--- src/rtl/ifm_feed_ctrl.sv ---
// ifm_feed_ctrl: fetches IFM rows from SRAM, shifts them into the KW-tap buffer, reports valid windows.
// Latency: SRAM read to buffer shift 1 cycle; window report 1 cycle after the shift that completes it.
// Backpressure: stall blocks read issue; an in-flight sample parks in a skid register until stall drops.
// Ports: start/cfg_* job control (cfg latched on accepted start); stall downstream hold (buf_stall mirrors it);
//        mem_rd_en/mem_addr/mem_rdata SRAM read port (1-cycle read latency); ifm_read/ifm_input buffer drive;
//        win_valid/win_col/win_row/row_last window report; busy/done/cfg_err job status.
module ifm_feed_ctrl #(
   parameter int DATA_W = 8,
   parameter int ADDR_W = 12,
   parameter int LEN_W  = 8,
   parameter int ROW_W  = 8,
   parameter int KW     = 4
) (
   input  logic              clk,
   input  logic              rst_n,
   input  logic              start,
   input  logic [ADDR_W-1:0] cfg_base,
   input  logic [LEN_W-1:0]  cfg_row_len,
   input  logic [ROW_W-1:0]  cfg_num_rows,
   input  logic [ADDR_W-1:0] cfg_stride,
   input  logic              stall,
   output logic              mem_rd_en,
   output logic [ADDR_W-1:0] mem_addr,
   input  logic [DATA_W-1:0] mem_rdata,
   output logic              ifm_read,
   output logic [DATA_W-1:0] ifm_input,
   output logic              buf_stall,
   output logic              win_valid,
   output logic [LEN_W-1:0]  win_col,
   output logic [ROW_W-1:0]  win_row,
   output logic              row_last,
   output logic              busy,
   output logic              done,
   output logic              cfg_err
);

   localparam int FILL_W = $clog2(KW + 1);

   typedef enum logic [2:0] {
      S_IDLE,
      S_CHECK,
      S_STREAM,
      S_ROW_END,
      S_FIN
   } state_t;

   state_t state, state_nxt;

   // Latched job configuration
   logic [LEN_W-1:0]  row_len_q;
   logic [ROW_W-1:0]  num_rows_q;
   logic [ADDR_W-1:0] stride_q;

   // Row progress
   logic [ADDR_W-1:0] row_base_q;
   logic [ROW_W-1:0]  row_q;
   logic [LEN_W-1:0]  issued_q;
   logic [LEN_W-1:0]  consumed_q;
   logic [FILL_W-1:0] fill_q;

   // Delivery path: rd_q marks SRAM data arriving this cycle, pend marks a sample
   // presented to the buffer but not yet accepted.
   logic              rd_q;
   logic              pend_q;
   logic [DATA_W-1:0] skid_q;

   logic              win_valid_q;
   logic [LEN_W-1:0]  win_col_q;
   logic [ROW_W-1:0]  win_row_q;
   logic              row_last_q;
   logic              cfg_err_q;

   logic consume;
   logic rd_en;
   logic cfg_bad;
   logic rows_left;

   // A presented sample is taken by the buffer on the first cycle without stall.
   assign consume   = pend_q && !stall;
   assign rd_en     = (state == S_STREAM) && (issued_q < row_len_q) && !stall
                      && (!pend_q || consume);
   assign cfg_bad   = (row_len_q < LEN_W'(KW)) || (num_rows_q == '0);
   assign rows_left = (row_q + ROW_W'(1)) < num_rows_q;

   assign mem_rd_en = rd_en;
   assign mem_addr  = row_base_q + ADDR_W'(issued_q);
   assign ifm_read  = pend_q;
   // Fresh SRAM data goes straight through; while stalled it is replayed from the skid.
   assign ifm_input = rd_q ? mem_rdata : skid_q;
   assign buf_stall = stall;
   assign win_valid = win_valid_q;
   assign win_col   = win_col_q;
   assign win_row   = win_row_q;
   assign row_last  = row_last_q;
   assign busy      = (state != S_IDLE);
   assign done      = (state == S_FIN);
   assign cfg_err   = cfg_err_q;

   always_ff @(posedge clk or negedge rst_n) begin
      if (!rst_n) begin
         state <= S_IDLE;
      end else begin
         state <= state_nxt;
      end
   end

   always_comb begin
      state_nxt = state;
      case (state)
         S_IDLE:    if (start) state_nxt = S_CHECK;
         S_CHECK:   state_nxt = cfg_bad ? S_FIN : S_STREAM;
         // Exit one cycle after the last consume so the final window is reported in STREAM.
         S_STREAM:  if (consumed_q == row_len_q) state_nxt = S_ROW_END;
         S_ROW_END: state_nxt = rows_left ? S_STREAM : S_FIN;
         S_FIN:     state_nxt = S_IDLE;
         default:   state_nxt = S_IDLE;
      endcase
   end

   always_ff @(posedge clk or negedge rst_n) begin
      if (!rst_n) begin
         row_len_q   <= '0;
         num_rows_q  <= '0;
         stride_q    <= '0;
         row_base_q  <= '0;
         row_q       <= '0;
         issued_q    <= '0;
         consumed_q  <= '0;
         fill_q      <= '0;
         rd_q        <= 1'b0;
         pend_q      <= 1'b0;
         skid_q      <= '0;
         win_valid_q <= 1'b0;
         win_col_q   <= '0;
         win_row_q   <= '0;
         row_last_q  <= 1'b0;
         cfg_err_q   <= 1'b0;
      end else begin
         rd_q <= rd_en;

         if (rd_en) begin
            pend_q <= 1'b1;
         end else if (consume) begin
            pend_q <= 1'b0;
         end

         if (rd_q && stall) begin
            skid_q <= mem_rdata;
         end

         // fill is cleared per row, so taps left over from the previous row
         // can never complete a window.
         win_valid_q <= 1'b0;
         row_last_q  <= 1'b0;
         if (consume && (fill_q >= FILL_W'(KW - 1))) begin
            win_valid_q <= 1'b1;
            win_col_q   <= consumed_q - LEN_W'(KW - 1);
            win_row_q   <= row_q;
            row_last_q  <= (consumed_q + LEN_W'(1)) == row_len_q;
         end

         case (state)
            S_IDLE: begin
               if (start) begin
                  row_base_q <= cfg_base;
                  row_len_q  <= cfg_row_len;
                  num_rows_q <= cfg_num_rows;
                  stride_q   <= cfg_stride;
                  cfg_err_q  <= 1'b0;
               end
            end
            S_CHECK: begin
               row_q      <= '0;
               issued_q   <= '0;
               consumed_q <= '0;
               fill_q     <= '0;
               if (cfg_bad) begin
                  cfg_err_q <= 1'b1;
               end
            end
            S_STREAM: begin
               if (rd_en) begin
                  issued_q <= issued_q + LEN_W'(1);
               end
               if (consume) begin
                  consumed_q <= consumed_q + LEN_W'(1);
                  if (fill_q != FILL_W'(KW)) begin
                     fill_q <= fill_q + FILL_W'(1);
                  end
               end
            end
            S_ROW_END: begin
               row_base_q <= row_base_q + stride_q;
               row_q      <= row_q + ROW_W'(1);
               issued_q   <= '0;
               consumed_q <= '0;
               fill_q     <= '0;
            end
            default: ;
         endcase
      end
   end

endmodule

--- config.mk ---
export PLATFORM = sky130hd
export DESIGN_NAME = ifm_feed_ctrl
export DESIGN_NICKNAME = d
export VERILOG_FILES = /design/src/rtl/ifm_feed_ctrl.sv
export SDC_FILE = /design/constraint.sdc
export NUM_CORES = 1
export LEC_CHECK = 0
export ABC_AREA = 1
export BUFFER_PORTS_ARGS = -buffer_cell sky130_fd_sc_hd__buf_2
export CAP_MARGIN = 20
export CORE_ASPECT_RATIO = 0.6
export CORE_MARGIN = 1.5
export CORE_UTILIZATION = 62
export DETAILED_ROUTE_END_ITERATION = 8
export HOLD_SLACK_MARGIN = 0.15
export PLACE_DENSITY = 0.95
export REMOVE_ABC_BUFFERS = 1
export SYNTH_ARGS = -nofsm -noshare
export SYNTH_HDL_FRONTEND = slang
export SYNTH_SLANG_ARGS = --single-unit
--- constraint.sdc ---
create_clock -name clk -period 5.35 [get_ports clk]
set_clock_uncertainty 0.2 [all_clocks]
set_input_delay 0.535 -clock clk [delete_from_list [all_inputs] [get_ports clk]]
set_output_delay 0.535 -clock clk [all_outputs]
set_load 0.01 [all_outputs]
Word-level counts from Yosys, hierarchy flattened. Cells that the tools add are included.

$add $sub $neg: 7. Magnitude comparators: 4. Equal/unequal tests: 13. Muxes and demuxes: 23. Reductions and logical operators: 26.

Operators by type and width (count): $pmux W8 S2 (3); $add A8 B1 Y8 const B (3); $mux W8 (3); $pmux W12 S2 (1); $mux W3 (6); $eq A8 B8 Y1 (2); $lt A8 B8 Y1 (2); $add A12 B12 Y12 (1); $add A12 B8 Y12 (1); $mux W12 (1); $pmux W3 S4 (1); $reduce_and A2 Y1 (5); $reduce_bool A2 Y1 (5); $logic_not A8 Y1 (1); $lt A8 B3 Y1 const B (1); $ne A2 B2 Y1 const B (4); $sub A8 B2 Y8 const B (1); $eq A3 B2 Y1 const B (2); $logic_and A1 B1 Y1 (6); $mux W1 (6); $pmux W3 S2 (1); $reduce_and A3 Y1 (2); $ne A2 B1 Y1 const B (2); $add A3 B1 Y3 const B (1); 10 further kinds (12).

Register bits: 99. Output and inout bits: 44. Word-level logic and storage cells: 90.

Depth between registers and ports, before layout. Gate-level depths: netlist of run 1.

Word-level depth: 6. Gate-level depth with buffers: 12.

Worst setup path after synthesis of run 1. Ideal clock, no wire load.

Kind: register to output. Start point: register issued_q[0]. End point: output port mem_addr[10]. Arrival: 1811 ps. Setup slack: 2804 ps. Cell stages (with the launch flop): 9. Buffers on the path: 0. Cells stage by stage: dfrtp_1 > ha_1 > inv_1 > fa_1 > o21ai_0 > nand4_1 > nand2_1 > nand2_1 > xnor2_1.

Word-level cells in the longest chain between the ends: 1.

RTL lines: start: declaration (line 57) `logic [LEN_W-1:0] issued_q;`; start signal: assignment (line 183) `issued_q <= issued_q + LEN_W'(1);`; $add A12 B8 Y12 (line 86) `assign mem_addr = row_base_q + ADDR_W'(issued_q);`; end: declaration (line 23) `output logic [ADDR_W-1:0] mem_addr,`.

No other way between the ends.

Worst setup path after layout of run 1. Same ends and word-level chain as after synthesis.

==> flow_summary.toml, run 1 <==
[run_status]
run_status = "completed"

[place]
gp_routability_congestion = 0.952
dp_hpwl_um = 10700
io_buffers = 95

[logic_synthesis]
post_synth_instance_area_sq_um = 6040
synth_largest_type_area_fraction_pct = 41.0
synth-warning-count = 0
ys_ff_latch = 99
synth-main-ff-cell = "sky130_fd_sc_hd__dfrtp_1"
ys_seq_area_share_pct = 41.0
synthDominantAreaCellType = "sky130_fd_sc_hd__dfrtp_1"
synth_async_sr_flop_share_pct = 100
number_of_unique_standard_cell_types_used_by_synthesis = 39
synth.area.top_cells = "sky130_fd_sc_hd__dfrtp_1 41%, sky130_fd_sc_hd__nand2_1 14%, sky130_fd_sc_hd__ha_1 8.1%"
netlist_instances = 798
mean_instance_size_in_the_synthesized_netlist_sq_um = 7.57
synth-edff-count = 0

[sta]
worst_slew_pin_slew_ns = 0.805
setup_viol_count_final = 0
timing.final.crit_period_ns = 3.17
report.final.slew_viol_count = 0
rsz_0062_raised_after_global_routing = "false"
max_slew_margin_pct = 46.3
holdWs_ns = 0.172
maxClockFrequency_ghz = 0.315
period_share_pct = 59.3
timing_hold_violations_final = 0
final.setup.tns_ns = 0

[min_path]
class_of_the_tightest_hold_or_removal_check = "input port to flip-flop"

[layout]
final_net_count = 978
mostFrequentLayoutCell = "sky130_fd_sc_hd__nand2_1"
area.growth.synth_to_final_pct = 14.6
antenna_cells_inserted = 0
most-common-layout-cells = "232 x sky130_fd_sc_hd__nand2_1, 99 x sky130_fd_sc_hd__dfrtp_1, 94 x sky130_fd_sc_hd__buf_2"
fill_cells = 730
post_route_cells_drive_above_1_share_pct = 14.8

[worst_setup_path]
critical_path.max_fanout = 7
cp-start-kind = "flip-flop"
crit_path_end_kind = "output pin"
worst_path_required_ns = 4.62
cp.arrival_ns = 2.44
path_class = "flip-flop to output pin"

[clock_network]
ctsLongestPathBuffers = 2
cts_inserted_buffers = 9
cts_tree = "built"
clock-root-buffer = "sky130_fd_sc_hd__clkbuf_16"
clock_insertion_delay_worst_skew_ns = 0.35
total_number_of_clock_tree_sinks = 99
ctsHtreeMaxLevel = 3
clk_pin_slew_worst_paths_ns = 0.07
post_cts_resize_count = 0

[detailed_routing]
drt-initial-drc-count = 537
detail_route.vias_per_cell = 5.46
wire_length_on_met2_um = 6210
remaining_drc_errors = 0
route.final.wire_length_um = 14500
m1WireLength_um = 6790
topRoutingLayerUsed = "met4"
wl_met3_um = 1340
drtAntennaViolNets = 0
vias = 5567
route.detailed.wl_per_inst_um = 14.2
detailedRoute.firstPassIterationCount = 6

[grt]
grt_max_degree = 60
global_route_wire_length_before_repair_um = 24400
number_of_global_route_vias_before_repair = 5006
initial_antenna_violation_count = 0
track_usage_pct = 30.2
gr-total-overflow = 0

[die]
core-area_sq_um = 9320
io_pins = 96
die-area_sq_um = 10400
die_w_um = 130
num_rows = 27
initial_core_util_pct = 64.8
die_h_um = 79.5

[pwr]
power.static_leakage_nw = 3.70
powerDensity_nw_per_um2 = 560
peakVddDrop_uv = 269

[job]
drv.max_cap_violation_count = 0
path summary, 6_finish.rpt:
kind	start	to	slack, ns	cells past startpoint
min reg2reg	cfg_err	cfg_err	0.28	2
max in group asynchronous	rst_n	num_rows_q[7]	3.30	3
max	issued_q[0]	mem_addr[10]	2.18	9
min	cfg_stride[6]	stride_q[6]	0.17	3
min in group asynchronous	rst_n	win_col[5]	0.52	2
max reg2reg	row_q[0]	state[2]	2.95	11
Yosys cell counts (4+ instances only):
| library cell | number |
|---|---|
| sky130_fd_sc_hd__a21oi_1 | 36 |
| sky130_fd_sc_hd__buf_2 | 9 |
| sky130_fd_sc_hd__clkbuf_1 | 7 |
| sky130_fd_sc_hd__dfrtp_1 | 99 |
| sky130_fd_sc_hd__ha_1 | 39 |
| sky130_fd_sc_hd__inv_1 | 88 |
| sky130_fd_sc_hd__inv_2 | 4 |
| sky130_fd_sc_hd__nand2_1 | 232 |
| sky130_fd_sc_hd__nand2_2 | 5 |
| sky130_fd_sc_hd__nand3_1 | 57 |
| sky130_fd_sc_hd__nand4_1 | 11 |
| sky130_fd_sc_hd__nor2_1 | 64 |
| sky130_fd_sc_hd__nor3_1 | 9 |
| sky130_fd_sc_hd__o21ai_0 | 66 |
| sky130_fd_sc_hd__o22ai_1 | 4 |
| sky130_fd_sc_hd__xnor2_1 | 16 |
| sky130_fd_sc_hd__xor2_1 | 17 |
critical path, cell delays in order, from the launching register on:
cell and delay [ns]:
sky130_fd_sc_hd__dfrtp_1 0.45, sky130_fd_sc_hd__ha_1 0.21, sky130_fd_sc_hd__inv_1 0.07, sky130_fd_sc_hd__fa_1 0.43, sky130_fd_sc_hd__o21ai_0 0.30, sky130_fd_sc_hd__nand4_1 0.12
sky130_fd_sc_hd__nand2_1 0.12, sky130_fd_sc_hd__nand2_1 0.07, sky130_fd_sc_hd__xnor2_1 0.15, sky130_fd_sc_hd__buf_2 0.15
cell type report:
type | instances | area (sq um) | area share [%]
Multi-Input combinational cell | 584 | 3110 | 44.9
Sequential cell | 99 | 2480 | 35.8
Timing Repair Buffer | 97 | 495 | 7.15
Inverter | 94 | 355 | 5.13
Clock buffer | 11 | 243 | 3.50
Tap cell | 130 | 163 | 2.35
Clock inverter | 5 | 83.8 | 1.21
state kept, by name, summed over array words and instances, names as in the netlist:
name        count
row_len_q       8
rd_q            1
consumed_q      8
num_rows_q      8
row_last        1
cfg_err         1
ifm_read        1
win_row         8
stride_q       12
issued_q        8
win_col         8
state           3
row_base_q     12
skid_q          8
fill_q          3
row_q           8
win_valid       1
layer usage:
metal / vias up / global-route usage [%]
met5: - / 0
met4: 0 / 7.36
met3: 28 / 7.98
met2: 228 / 45.1
met1: 2561 / 44.0
li1: 2750 / -
cells by family (layout without fill, tap and decap cells):
family                   count (synthesis)  count (layout)  share of synthesized area [%]
flip-flops                              99              99                           41.0
AO/OA/AOI/OAI                          120             120                           10.5
buffers and inverters                  115             207                           7.58
adder cells (fa/ha/maj)                 41              41                           8.74
AND/OR/NAND/NOR                        389             389                           27.1
XOR/XNOR                                34              34                           5.05
per-stage QoR:
step / std cells / utilization [%] / setup WS (ns) / instance area [sq um] / total power [mW]
5_1_grt: 1020 / 74.3 / 1.92 / 6930 / 4.21
6_report: 1020 / 74.3 / 2.18 / 6930 / 3.87
2_1_floorplan: 777 / - / 2.80 / 5940 / 2.53
3_3_place_gp: 1003 / 70.7 / 2.68 / 6590 / 3.04
3_5_place_dp: 1003 / 70.7 / 2.57 / 6590 / 3.12
4_1_cts: 1020 / 74.3 / 2.17 / 6930 / 3.85
repair_timing:
| action | CTS | global route |
|---|---|---|
| hold buffers | 1 | 0 |
| endpoints found under the hold margin | 40 | 0 |
| setup buffers | 0 | 0 |
power by group:
part	internal, mW	total [mW]	switching (mW)
Combinational	0.686	1.90	1.22
Clock	0.425	0.714	0.290
Sequential	1.01	1.26	0.247
Total	2.12	3.87	1.75
(Power assumes the default switching activity.)
==> run 2, diff against run 1 <==
ABC_AREA = 0   (was 1)
CORE_UTILIZATION = 52   (was 62)
PLACE_DENSITY = 0.89   (was 0.95)
clock period = 2.74 ns   (was 5.35 ns; I/O delays follow)
==> run 2 against run 1 <==
The flow now finishes with violations (design-rule violations). Final cell count decreased by 12%. Critical path depth grew 1. Sequential power grew 75%. Critical endpoint unchanged. Largest power group unchanged. Highest routed layer unchanged.
==> flow_summary.toml, run 2 <==
[pwr]
pwr-share-clk_pct = 19.0
power.share.switching_pct = 39.9
internal_power_mw = 4.11
comb_power_share_pct = 48.8
power.static_leakage_nw = 3.53
powerDensity_nw_per_um2 = 908
power_spent_charging_and_discharging_nets_mw = 2.73
power.share.sequential_pct = 32.2
peakVddDrop_uv = 457
power_mw = 6.84

[worst_setup_path]
path_class = "flip-flop to output pin"
worst_path_required_ns = 2.27
top_family_by_delay_on_critical_path = "adder cells"
slowest_delay_ns = 0.38
cp.arrival_ns = 2.22
critical_path.max_fanout = 2
cp-start-kind = "flip-flop"
timing.critical_path.buf_inv = 2
crit_path_cell_chain = "ha_2 -> inv_2 -> fa_2 -> nor2b_4 -> o21ai_2 -> a21oi_2 -> o41ai_2 -> nor2_1 -> xor2_1 -> buf_2"
crit_path_end_kind = "output pin"
critPathSlowestCell = "sky130_fd_sc_hd__dfrtp_1"

[run_status]
failed_checks = "design-rule violations"
run_status = "complete, but fails checks"

[grt]
track_usage_pct = 27.6
initial_antenna_violation_count = 0
met3_track_demand_over_resource_pct = 6.88
global_route_wire_length_before_repair_um = 25600
number_of_global_route_vias_before_repair = 5173
met1_usage_pct = 36.7
gr-total-overflow = 0
grt_max_degree = 53
use_met2_pct = 46.0
grt_busiest_layer = "met2"

[die]
die-area_sq_um = 11900
initial_core_util_pct = 54.3
die_h_um = 85.1
num_rows = 29
core-area_sq_um = 10700
die_w_um = 140
io_pins = 96

[sta]
timing.final.crit_period_ns = 2.69
setup_viol_count_final = 0
timing_hold_violations_final = 0
report.final.slew_viol_count = 0
max_slew_margin_pct = 51.2
rsz_0062_raised_after_global_routing = "true"
maxClockFrequency_ghz = 0.372
worst_slew_pin_slew_ns = 0.732
setup_ws_ns = 0.0490
period_share_pct = 98.2
final.setup.tns_ns = 0

[logic_synthesis]
post_synth_instance_area_sq_um = 5840
number_of_unique_standard_cell_types_used_by_synthesis = 53
synth.area.top_cells = "sky130_fd_sc_hd__dfrtp_1 42%, sky130_fd_sc_hd__ha_1 8.4%, sky130_fd_sc_hd__mux2_2 7.5%"
synth_async_sr_flop_share_pct = 100
synth-adder-area-share_pct = 9.05
synth_most_common_cell = "sky130_fd_sc_hd__dfrtp_1"
synth-compound-area-share_pct = 14.4
netlist_top_cells_count = "99 x sky130_fd_sc_hd__dfrtp_1, 51 x sky130_fd_sc_hd__nand2_1, 44 x sky130_fd_sc_hd__o21ai_0"
synth-main-ff-cell = "sky130_fd_sc_hd__dfrtp_1"
ys_ff_latch = 99
ys_seq_area_share_pct = 42.4
netlist_instances = 595
synth.area.mux_share_pct = 10.4
yosys.area_share.xor_xnor_pct = 5.85
synthesized_area_fraction_occupied_by_and_or_nand_nor_cells_pct = 13.4
mean_instance_size_in_the_synthesized_netlist_sq_um = 9.81
synthDominantAreaCellType = "sky130_fd_sc_hd__dfrtp_1"
dominant_combinational_cell_family_by_area_after_synthesis = "compound AO/OA/AOI/OAI gates"
synth-warning-count = 0
synth_largest_type_area_fraction_pct = 42.4
synth-edff-count = 0

[clock_network]
total_number_of_clock_tree_sinks = 99
clock_insertion_delay_worst_skew_ns = 0.35
ctsLongestPathBuffers = 2
clk_pin_slew_worst_paths_ns = 0.07
cts_inserted_buffers = 9
cts_tree = "built"
ctsHtreeMaxLevel = 3
clock-root-buffer = "sky130_fd_sc_hd__clkbuf_16"

[layout]
mostFrequentLayoutCell = "sky130_fd_sc_hd__dfrtp_1"
final_net_count = 844
area.growth.synth_to_final_pct = 29.0
layoutNonFillerInstCount = 895
post_route_cells_drive_above_1_share_pct = 27.4
layout_top_registers = "row_base_q: 12 flops, stride_q: 12 flops"
most-common-layout-cells = "97 x sky130_fd_sc_hd__dfrtp_1, 94 x sky130_fd_sc_hd__buf_2, 51 x sky130_fd_sc_hd__nand2_1, 51 x sky130_fd_sc_hd__dlygate4sd3_1, 40 x sky130_fd_sc_hd__o21ai_0"
antenna_cells_inserted = 0

[job]
drv.max_cap_violation_count = 0

[detailed_routing]
detail_route.vias_per_cell = 5.81
drtAntennaViolNets = 0
detailedRoute.firstPassIterationCount = 6
remaining_drc_errors = 5
vias = 5196
route.detailed.wl_per_inst_um = 17.8
route.final.wire_length_um = 15900
drt-initial-drc-count = 404

[place]
numPlacedInstances = 819
dp_hpwl_um = 10900
gp_routability_congestion = 0.947
preCtsSetupSlack_ns = 0.119
io_buffers = 95

[min_path]
class_of_the_tightest_hold_or_removal_check = "input port to asynchronous set/reset pin"
## run 2: changes by cell type in the layout (fill, tap and decap cells not counted), sizes merged, moves of 27 or more
cell         before  now
buf              96  124
dlygate4sd3       1   51
inv              94   35
mux2              0   39
nand2           240   51
nand3            59   24
nor2             67   40
## run 2: through the flow
stage | utilization [%] | hold WS (ns) | instance area, sq um
after global placement | 60.9 | 0.149 | 6540
after floorplan | - | -0.222 | 5700
after detailed placement | 60.9 | 0.157 | 6540
after global routing | 70.1 | 0.322 | 7530
after CTS | 69.5 | 0.306 | 7470
final | 70.1 | 0.296 | 7530
## run 2: cells by family after synthesis
family	Yosys count
AOI/OAI and AO/OA	132
buffers and inverters	63
adders and majority gates	41
muxes	56
xor gates and xnor gates	39
and+or+nand+nor	165
DFF	99
## run 2: path summary, 6_finish.rpt
check | from | to | slack (ns) | cells after the start
worst max register to register | row_base_q[0] | row_base_q[10] | 0.09 | 11
worst max-delay path | row_base_q[0] | mem_addr[10] | 0.05 | 10
max in group asynchronous | rst_n | win_row[3] | 1.33 | 3
worst min register to register | win_row[3] | win_row[3] | 0.30 | 1
worst min-delay path | rst_n | stride_q[10] | 0.30 | 2
min in group clk | win_row[3] | win_row[3] | 0.30 | 1
## run 2: layout make-up
| class | count | area (sq um) |
|---|---|---|
| fill | 785 | 3210 |
| tap | 139 | 174 |
| clock inverter | 7 | 76.3 |
| timing repair buffer | 175 | 1230 |
| multi-input combinational | 433 | 3220 |
| sequential | 99 | 2480 |
| clock buffer | 9 | 225 |
| inverter | 33 | 124 |
## run 2: power by group through the flow
stage | registers, mW | logic [mW] | clock network [mW]
3_5_place_dp | 2.21 | 2.87 | 0
4_1_cts | 2.19 | 3.18 | 1.32
6_report | 2.21 | 3.34 | 1.30
3_3_place_gp | 2.19 | 2.77 | 0
2_1_floorplan | 2.16 | 1.90 | 0
5_1_grt | 2.25 | 3.66 | 1.37
## run 2: routing by layer
metal | vias up | share of wire [%]
li1 | 2412 | -
met4 | 0 | 1.8
met3 | 25 | 6.8
met5 | - | 0
met1 | 2564 | 45
met2 | 195 | 47
## run 2: repair_timing
| item | CTS | global route |
|---|---|---|
| cloned | 0 | 0 |
| pin swaps | 9 | 10 |
| setup buffers | 7 | 2 |
| endpoints found under the setup margin | 6 | 11 |
| hold buffers | 51 | 0 |
| endpoints found under the hold margin | 100 | 0 |
| resized for setup | 17 | 13 |
## run 2: worst reg2reg max path, cell delays in order (launching register included)
cell and delay, ns:
sky130_fd_sc_hd__dfrtp_1 0.41, sky130_fd_sc_hd__buf_4 0.15, sky130_fd_sc_hd__ha_1 0.20, sky130_fd_sc_hd__inv_1 0.08
sky130_fd_sc_hd__fa_1 0.18, sky130_fd_sc_hd__nand2b_4 0.14, sky130_fd_sc_hd__a21oi_2 0.09, sky130_fd_sc_hd__o31a_1 0.33
sky130_fd_sc_hd__o41ai_2 0.23, sky130_fd_sc_hd__buf_4 0.19, sky130_fd_sc_hd__mux2i_1 0.28, sky130_fd_sc_hd__a211oi_2 0.06
==> run 3, diff against run 2 <==
PLACE_DENSITY = 0.77   (was 0.89)
==> run 3 against run 2 <==
The run ends with design-rule violations, negative setup slack left. Clock-buffer cell count rose by 3. Sequential power barely moved. Via count fell by 2.3%. First-iteration DRC count rose by 24%. Clock power fell by 3%. Setup slack got worse by 0.11 ns. Sequential cell count did not move. Critical endpoint unchanged.
==> flow_summary.toml, run 3 (synthesis results as in run 2) <==
[pwr]
powerDensity_nw_per_um2 = 910
peakVddDrop_uv = 430
power.static_leakage_nw = 3.52
power_mw = 6.86

[detailed_routing]
drtAntennaViolNets = 0
drt-initial-drc-count = 500
route.detailed.wl_per_inst_um = 17.0
route.final.wire_length_um = 15100
detail_route.vias_per_cell = 5.71
vias = 5079
detailedRoute.firstPassIterationCount = 7
remaining_drc_errors = 5

[layout]
mostFrequentLayoutCell = "sky130_fd_sc_hd__dfrtp_1"
most-common-layout-cells = "96 x sky130_fd_sc_hd__dfrtp_1, 94 x sky130_fd_sc_hd__buf_2, 51 x sky130_fd_sc_hd__nand2_1"
final_net_count = 839
layout_top_registers = "row_base_q: 12 flops, stride_q: 12 flops"
area.growth.synth_to_final_pct = 29.1
postLayoutCellArea_sq_um = 7530
antenna_cells_inserted = 0
final_core_util_pct = 70.2
post_route_cells_drive_above_1_share_pct = 27.7

[die]
die_h_um = 85.1
core-area_sq_um = 10700
num_rows = 29
die_w_um = 140
initial_core_util_pct = 54.3
io_pins = 96
die-area_sq_um = 11900

[min_path]
startpoint_of_the_most_critical_hold_path = "cfg_base[11]"
class_of_the_tightest_hold_or_removal_check = "input port to flip-flop"

[worst_setup_path]
crit_path_cell_chain = "ha_4 -> inv_2 -> fa_2 -> nor2b_2 -> o21ai_2 -> a21oi_2 -> o41ai_4 -> nor2_1 -> xor2_1 -> buf_2"
timing.critical_path.buf_inv = 2
startpoint = "row_base_q[0]"
path_class = "flip-flop to output pin"
slowest_delay_ns = 0.41
crit_path_end_kind = "output pin"
origin_of_the_critical_flop_to_flop_path = "row_base_q[0]"
worst_path_required_ns = 2.27
critPathSlowestCell = "sky130_fd_sc_hd__dfrtp_1"
cp-start-kind = "flip-flop"
critical_path.max_fanout = 2
top_family_by_delay_on_critical_path = "adder cells"
cp.arrival_ns = 2.33

[clock_network]
clk_pin_slew_worst_paths_ns = 0.07
clock_insertion_delay_worst_skew_ns = 0.34
cts_tree = "built"
total_number_of_clock_tree_sinks = 99
ctsHtreeMaxLevel = 3
cts_inserted_buffers = 9
clock-root-buffer = "sky130_fd_sc_hd__clkbuf_16"
ctsLongestPathBuffers = 2

[place]
dp_hpwl_um = 10500
io_buffers = 95
placed_instance_area_sq_um = 6520
preCtsSetupSlack_ns = 0.0891
gp_routability_congestion = 0.892

[sta]
maxClockFrequency_ghz = 0.357
setup_ws_ns = -0.0636
timing.final.crit_period_ns = 2.80
report.final.slew_viol_count = 0
setup_viol_count_final = 1
timing_hold_violations_final = 0
max_slew_margin_pct = 61.0
worst_slew_pin_slew_ns = 0.584
period_share_pct = 102
rsz_0062_raised_after_global_routing = "true"

[grt]
track_usage_pct = 26.2
global_route_wire_length_before_repair_um = 24700
grt_max_degree = 100
gr-total-overflow = 0
number_of_global_route_vias_before_repair = 4976
initial_antenna_violation_count = 0

[run_status]
failed_checks = "design-rule violations, negative setup slack"
run_status = "complete, but fails checks"

[job]
drv.max_cap_violation_count = 0
[run 3: cell count changes in the layout (fill, tap and decap cells not counted), moves of 2 or more]
cell,before,now
sky130_fd_sc_hd__ha_1,37,35
sky130_fd_sc_hd__buf_4,28,25
sky130_fd_sc_hd__dlygate4sd3_1,51,49
sky130_fd_sc_hd__ha_4,1,3
sky130_fd_sc_hd__clkbuf_8,0,3
sky130_fd_sc_hd__clkinvlp_4,2,0
[run 3: through the flow]
stage,hold slack (ns),setup TNS [ns],instances
floorplan,-0.222,-28.74,565
CTS,0.165,-0.0553,886
detailed placement,0.176,0,817
global placement,0.177,0,817
finish,0.161,-0.0636,890
global route,0.200,-0.328,890
[run 3: final cells by class]
| type | count | area, sq um |
|---|---|---|
| clock buffers | 12 | 267 |
| multi-input cells | 433 | 3270 |
| repair buffers | 170 | 1190 |
| clock inverters | 4 | 31.3 |
| flip-flops and latches | 99 | 2480 |
| fillers | 753 | 3210 |
| inverters | 33 | 124 |
| well taps | 139 | 174 |
[run 3: final timing paths]
path	end	slack, ns	depth (start not counted)
worst max-delay path	mem_addr[10]	-0.06	10
worst min-delay path	row_base_q[11]	0.16	3
worst max register to register	row_base_q[8]	0.12	10
worst min register to register	win_row[2]	0.31	1
max in group asynchronous	row_len_q[5]	1.56	3
min in group asynchronous	row_base_q[3]	0.29	3
[run 3: worst min-delay path, cell delays in order]
cell	delay (ns)
sky130_fd_sc_hd__buf_2	0.08
sky130_fd_sc_hd__a211oi_1	0.06
sky130_fd_sc_hd__a311oi_1	0.22
[run 3: timing repair]
item / in CTS / in global routing
gates cloned: 0 / 0
buffers inserted: 4 / 4
endpoints found under the setup margin: 7 / 9
hold buffers: 49 / 0
pin swaps: 6 / 7
resized for setup: 15 / 21
hold endpoints to repair: 149 / 0
[run 3: power by group]
part           switching [mW]  total, mW  internal [mW]
registers               0.400       2.22           1.82
logic                    1.78       3.38           1.60
clock network           0.561       1.26          0.698
[run 3: metal layers]
layer,vias to the layer above,share of wire [%],track usage (%)
li1,2399,-,-
met1,2451,45,36.2
met2,208,46,41.5
met3,21,7.8,6.26
met4,0,1.3,7.56
met5,-,0,0
